## config.mk

```make
export PLATFORM = sky130hd
export DESIGN_NAME = sr_word_driver_flat
export DESIGN_NICKNAME = d
export VERILOG_FILES = /design/src/rtl/sr_pkg.sv /design/src/rtl/sr_word_driver_if.sv /design/src/rtl/sr_word_driver.sv /design/src/flat_wrapper.sv
export SDC_FILE = /design/constraint.sdc
export NUM_CORES = 1
export LEC_CHECK = 0
export ABC_AREA = 1
export CAP_MARGIN = 10
export CORE_MARGIN = 2
export CORE_UTILIZATION = 40
export CTS_CLUSTER_DIAMETER = 60
export CTS_CLUSTER_SIZE = 30
export DETAILED_ROUTE_END_ITERATION = 6
export PLACE_DENSITY_LB_ADDON = 0.2
export RECOVER_POWER = 50
export SLEW_MARGIN = 10
export SYNTH_ARGS = -nofsm -noshare
export SYNTH_HDL_FRONTEND = slang
export SYNTH_SLANG_ARGS = --single-unit
```

## constraint.sdc

```tcl
create_clock -name clk -period 1.75 [get_ports clk]
set_input_delay 0.4375 -clock clk [delete_from_list [all_inputs] [get_ports clk]]
set_output_delay 0.4375 -clock clk [all_outputs]
set_load 0.02 [all_outputs]
```

## src/rtl/sr_pkg.sv

```systemverilog
// Shared definitions for the shift-register word driver: word width, FSM state type
// and the helper that picks the outgoing serial bit.
package sr_pkg;

    localparam int WORD_W = 3;
    localparam logic [1:0] LAST_BIT = 2'(WORD_W - 1);

    typedef logic [0:WORD_W-1] word_t;

    typedef enum logic [1:0] {
        ST_IDLE  = 2'd0,
        ST_LOAD  = 2'd1,
        ST_SHIFT = 2'd2,
        ST_DONE  = 2'd3
    } state_t;

    // Index 0 is the MSB; the LSB leaves first so it ends up in the last stage.
    function automatic logic serial_bit(input word_t w, input logic [1:0] cnt);
        logic b;
        case (cnt)
            2'd0:    b = w[2];
            2'd1:    b = w[1];
            default: b = w[0];
        endcase
        return b;
    endfunction

endpackage

```

## src/rtl/sr_word_driver_if.sv

```systemverilog
// Upstream word handshake plus the shift-register drive bus of sr_word_driver.
interface sr_word_driver_if;
    import sr_pkg::*;

    logic       in_valid;
    logic       in_ready;
    word_t      in_word;
    logic       in_mode;
    logic       data;
    logic       load;
    word_t      d;
    logic       done;
    logic [7:0] sent_count;

    modport master (
        output in_valid, in_word, in_mode,
        input  in_ready, data, load, d, done, sent_count
    );

    modport slave (
        input  in_valid, in_word, in_mode,
        output in_ready, data, load, d, done, sent_count
    );

endinterface

```

## src/rtl/sr_word_driver.sv

```systemverilog
// Delivers 3-bit words to a shift register either by parallel load or by three
// serial shifts, pulsing done when the register holds the word.
module sr_word_driver
    import sr_pkg::*;
#(
    parameter logic IDLE_BIT = 1'b0
)
(
    input  logic            clk,
    input  logic            reset,
    sr_word_driver_if.slave bus
);

    state_t     state_reg, state_next;
    logic [1:0] cnt_reg, cnt_next;
    word_t      word_reg, word_next;
    logic [7:0] count_reg, count_next;

    logic ready;
    logic accept;
    logic load_w;

    assign ready  = (state_reg == ST_IDLE) || (state_reg == ST_DONE);
    assign accept = bus.in_valid && ready;
    assign load_w = (state_reg == ST_LOAD);

    always_comb begin
        state_next = state_reg;
        cnt_next   = cnt_reg;
        word_next  = word_reg;
        count_next = count_reg;

        if (accept) begin
            word_next = bus.in_word;
        end

        case (state_reg)
            ST_IDLE, ST_DONE: begin
                if (state_reg == ST_DONE) begin
                    count_next = count_reg + 8'd1;
                end
                // DONE accepts directly so back-to-back words lose no cycle
                if (accept) begin
                    state_next = bus.in_mode ? ST_SHIFT : ST_LOAD;
                    cnt_next   = 2'd0;
                end else begin
                    state_next = ST_IDLE;
                end
            end
            ST_LOAD: begin
                state_next = ST_DONE;
            end
            ST_SHIFT: begin
                if (cnt_reg == LAST_BIT) begin
                    state_next = ST_DONE;
                end else begin
                    cnt_next = cnt_reg + 2'd1;
                end
            end
            default: begin
                state_next = ST_IDLE;
            end
        endcase
    end

    always_ff @(posedge clk or posedge reset) begin
        if (reset) begin
            state_reg <= ST_IDLE;
            cnt_reg   <= 2'd0;
            word_reg  <= '0;
            count_reg <= 8'd0;
        end else begin
            state_reg <= state_next;
            cnt_reg   <= cnt_next;
            word_reg  <= word_next;
            count_reg <= count_next;
        end
    end

    // Outputs depend on registered state only, never on in_valid.
    assign bus.in_ready   = ready;
    assign bus.load       = load_w;
    assign bus.done       = (state_reg == ST_DONE);
    assign bus.sent_count = count_reg;
    assign bus.data       = (state_reg == ST_SHIFT) ? serial_bit(word_reg, cnt_reg) : IDLE_BIT;

    generate
        for (genvar gi = 0; gi < WORD_W; gi++) begin : g_d
            assign bus.d[gi] = load_w & word_reg[gi];
        end
    endgenerate

endmodule
```

## src/flat_wrapper.sv

```systemverilog
// flat-port wrapper written by rule: the top's interface ports become plain ports
module sr_word_driver_flat import sr_pkg::*;
#(
    parameter logic IDLE_BIT = 1'b0
)
  (clk, reset, bus_in_valid, bus_in_word, bus_in_mode, bus_in_ready, bus_data, bus_load, bus_d, bus_done, bus_sent_count);
  sr_word_driver_if bus_i ();
  input  logic clk;
  input  logic reset;
  input wire logic [$bits(bus_i.in_valid)-1:0] bus_in_valid;
  input wire logic [$bits(bus_i.in_word)-1:0] bus_in_word;
  input wire logic [$bits(bus_i.in_mode)-1:0] bus_in_mode;
  output wire logic [$bits(bus_i.in_ready)-1:0] bus_in_ready;
  output wire logic [$bits(bus_i.data)-1:0] bus_data;
  output wire logic [$bits(bus_i.load)-1:0] bus_load;
  output wire logic [$bits(bus_i.d)-1:0] bus_d;
  output wire logic [$bits(bus_i.done)-1:0] bus_done;
  output wire logic [$bits(bus_i.sent_count)-1:0] bus_sent_count;
  assign bus_i.in_valid = bus_in_valid;
  assign bus_i.in_word = bus_in_word;
  assign bus_i.in_mode = bus_in_mode;
  assign bus_in_ready = bus_i.in_ready;
  assign bus_data = bus_i.data;
  assign bus_load = bus_i.load;
  assign bus_d = bus_i.d;
  assign bus_done = bus_i.done;
  assign bus_sent_count = bus_i.sent_count;
  sr_word_driver #(.IDLE_BIT(IDLE_BIT)) u_core (.clk(clk), .reset(reset), .bus(bus_i));
endmodule
```

==> metrics.md <==
| Metric | Value |
|---|---|
| Setup Fix Bufs, Post-CTS | 0 |
| CTS tree | yes |
| Setup crit end kind | primary output |
| GPL Wtd Cong | 0.663 |
| Hold buffers post-CTS | 0 |
| Chip width | 50.0 um |
| # clock sinks | 15 |
| HPWL after DPL | 1.21 mm |
| Max Buffers Root-to-Sink | 2 |
| Total of max-cap violations | 0 |
| Status | finished with violations |
| Largest net degree at the start of global routing | 16 |
| Hold WC Path Type | register to register |
| Relative slew slack | 0.461 |
| Drt drc | 0 |
| Input/output buffers | 21 |
| PnR worst setup slack | -0.0381 ns |
| Violated checks | negative setup slack |
| Synthesized area | 846 um2 |
| DR WL/cell | 9.34 um |
| Final period util | 1.02 |
| Synth Area in Simple Gates | 0.291 |
| Synthesis Warnings | 0 |
| Mean Syn Cell Area | 8.13 um2 |
| Post-synthesis mux area share | 0.0133 |
| Worst setup SP type | register |
| Antenna cells | 0 |
| IO Pins | 22 |
| Number of global-route vias before repair | 668 |
| Crit path max-delay family | flip-flops |
| ANT nets after route | 0 |
| Kind of critical path | register to primary output |
| Final core utilization | 0.584 |
| CP startpoint | u_core.cnt_reg[1]$_DFFE_PP0P_ |
| WL final | 1.53 mm |
| Power per cell area | 1680 mW/mm2 |
| Initial Util | 0.427 |
| Core area | 0.00198 mm2 |
| H-tree lvl count | 1 |
| Total GRT Usage | 0.141 |
| Vias/cell | 4.41 |
| CP Max Fanout | 2 |
| Overall power | 1.95 mW |
| Maximum VDD drop | 0.971 mV |
| First-pass GRT wire length | 2.70 mm |
| Clock skew after layout | 0.00232 ns |
| Final Hold Viols | 0 |
| HP Start | u_core.bus.sent_count[7]$_DFFE_PP0P_ |
| RSZ-0062 raised after global routing | true |
| Grt ovf | 0 |
| Fillers | 179 |
| Pleak | 0.689 nW |
| Synth Net Count | 118 |
| Largest family of logic cells by synthesized area | simple AND/OR/NAND/NOR gates |
| Clk Latency, worst-skew pair | 0.27 ns |
| Critical path, cell by cell | inv_2 -> ha_2 -> nor2_1 -> nand2_1 -> a31oi_1 -> buf_2 |
| Fmax | 0.559 GHz |
| Worst endpoint required time | 1.31 ns |
| Die height | 50.0 um |
| Non-filler cells, final | 164 |
| Vias post-DR | 723 |
| Largest register FFs | 8 |
| Synth Area in Adders | 0.104 |
| Share of post-route cells with drive strength above 1 | 0.190 |
| CP max stage cell | dfrtp_1 |
| Worst slew pin tran | 0.808 ns |
| Final instance area | 0.00116 mm2 |
| Full die area | 0.00250 mm2 |
| Count of endpoints failing setup in the final report | 1 |
| Root buf cell | clkbuf_4 |
| Synthesis-to-finish area growth | 36.8% |
| Worst path max stage delay | 0.37 ns |
| Initial antenna violation count | 0 |
| Crit path buffers/inverters | 2 |
| Iter 0 DRT Violations | 1 |
| Synth Instances | 104 |
| CTS Buf Count | 3 |
| Final Critical Period | 1.79 ns |
| Synth Register Bits | 15 |
| Fin. max-slew vios | 0 |
| Compound-Gate Fraction of Synth Area | 0.0325 |
| R2R Path Start | u_core.state_reg[0]$_DFFE_PP0P_ |
| CTS clk-pin slew, worst paths | 0.09 ns |
| Dpl cells | 160 |
| Number of distinct library cells after synthesis | 15 |
| Sequential-to-total area share from yosys stat | 0.444 |
| CP Data Arrival Time | 1.35 ns |
| Row cnt | 16 |
| Placed cell area | 0.00115 mm2 |
| Final nets | 152 |
| First-pass DRT Iterations | 2 |
| Post-synthesis xor/xnor area fraction | 0.0311 |
## path summary, 6_finish.rpt
kind,cells after the start,slack [ns],to
min reg2reg,2,0.49,u_core.bus.sent_count[7]$_DFFE_PP0P_
min in group asynchronous,3,0.81,u_core.cnt_reg[1]$_DFFE_PP0P_
min,2,0.49,u_core.bus.sent_count[7]$_DFFE_PP0P_
max in group asynchronous,3,0.44,u_core.state_reg[0]$_DFFE_PP0P_
max reg2reg,8,0.15,u_core.bus.sent_count[5]$_DFFE_PP0P_
max,6,-0.04,bus_data
## worst register-to-register path, stage by stage (launching register included)
cell and delay (ns):
dfrtp_1 0.36, clkbuf_1 0.19, ha_1 0.20, clkbuf_1 0.24, nand2_2 0.08, nor2_2 0.23
nand3_1 0.10, nand2_1 0.08, inv_1 0.04
## logic make-up after synthesis
logic type	count (synthesis)
XOR/XNOR	3
AO/OA/AOI/OAI	5
multiplexers	1
buffers and inverters	19
AND/OR/NAND/NOR	54
adder cells (fa/ha/maj)	7
flip-flops	15
## cells in the mapped netlist (all sizes together)
cell	number	area, um2
nand3b	3	22.5
o21ai	3	15.0
a31oi	1	6.26
nand2	39	156
mux2	1	11.3
xor2	3	26.3
nor2	6	37.5
nand3	6	30.0
ha	7	87.6
dfrtp	15	375
inv	19	71.3
o22ai	1	6.26
## cell type report
cell class	instances	area, um2	share of cell area
timing repair buffer	29	229	0.198
sequential	15	375	0.324
multi-input combinational	70	422	0.364
inverter	19	71.3	0.0616
clock buffer	4	26.3	0.0227
tap	27	33.8	0.0292
## cell usage in the layout, fill, tap and decap left out
cell | Yosys | layout
o21ai_0 | 1 | 1
nor2_2 | 0 | 1
clkbuf_4 | 0 | 3
clkbuf_1 | 0 | 5
inv_2 | 0 | 2
nand3b_1 | 3 | 3
ha_1 | 7 | 4
buf_4 | 0 | 4
mux2_2 | 1 | 1
nand2_2 | 4 | 4
clkbuf_2 | 0 | 3
nand2_1 | 35 | 35
ha_4 | 0 | 2
a31oi_1 | 1 | 1
dfrtp_1 | 15 | 15
nor2_4 | 2 | 1
clkdlybuf4s50_1 | 0 | 5
dlymetal6s2s_1 | 0 | 5
o22ai_1 | 1 | 1
nor2_1 | 4 | 4
o21ai_1 | 2 | 2
ha_2 | 0 | 1
xor2_1 | 3 | 3
dlygate4sd2_1 | 0 | 3
nand3_1 | 6 | 6
inv_1 | 19 | 17
dlygate4sd3_1 | 0 | 1
buf_2 | 0 | 4
## repair_timing
item | in CTS | in global routing
endpoints found under the setup margin | 10 | 12
cloned | 0 | 0
endpoints found under the hold margin | 0 | 0
resized for setup | 30 | 11
pin swaps | 0 | 4
## per-stage QoR
step	setup TNS, ns	setup WS, ns	hold slack [ns]
5_1_grt	-0.170	-0.127	0.538
3_3_place_gp	-0.429	-0.183	0.473
2_1_floorplan	0	0.201	0.339
4_1_cts	-0.0431	-0.0431	0.458
3_5_place_dp	-0.521	-0.218	0.479
6_report	-0.0381	-0.0381	0.494
## per-layer routing
layer,part of all wire,up-vias,global-route usage
met5,0,-,0
met4,0.0091,0,0.0694
met3,0.037,2,0.0273
met2,0.48,12,0.232
met1,0.47,323,0.174
li1,-,386,-
## where the power goes
| part | switching, mW | internal, mW |
|---|---|---|
| clock network | 0.104 | 0.0883 |
| registers | 0.125 | 0.493 |
| logic | 0.670 | 0.467 |
| total | 0.899 | 1.05 |
(Power assumes the default switching activity.)
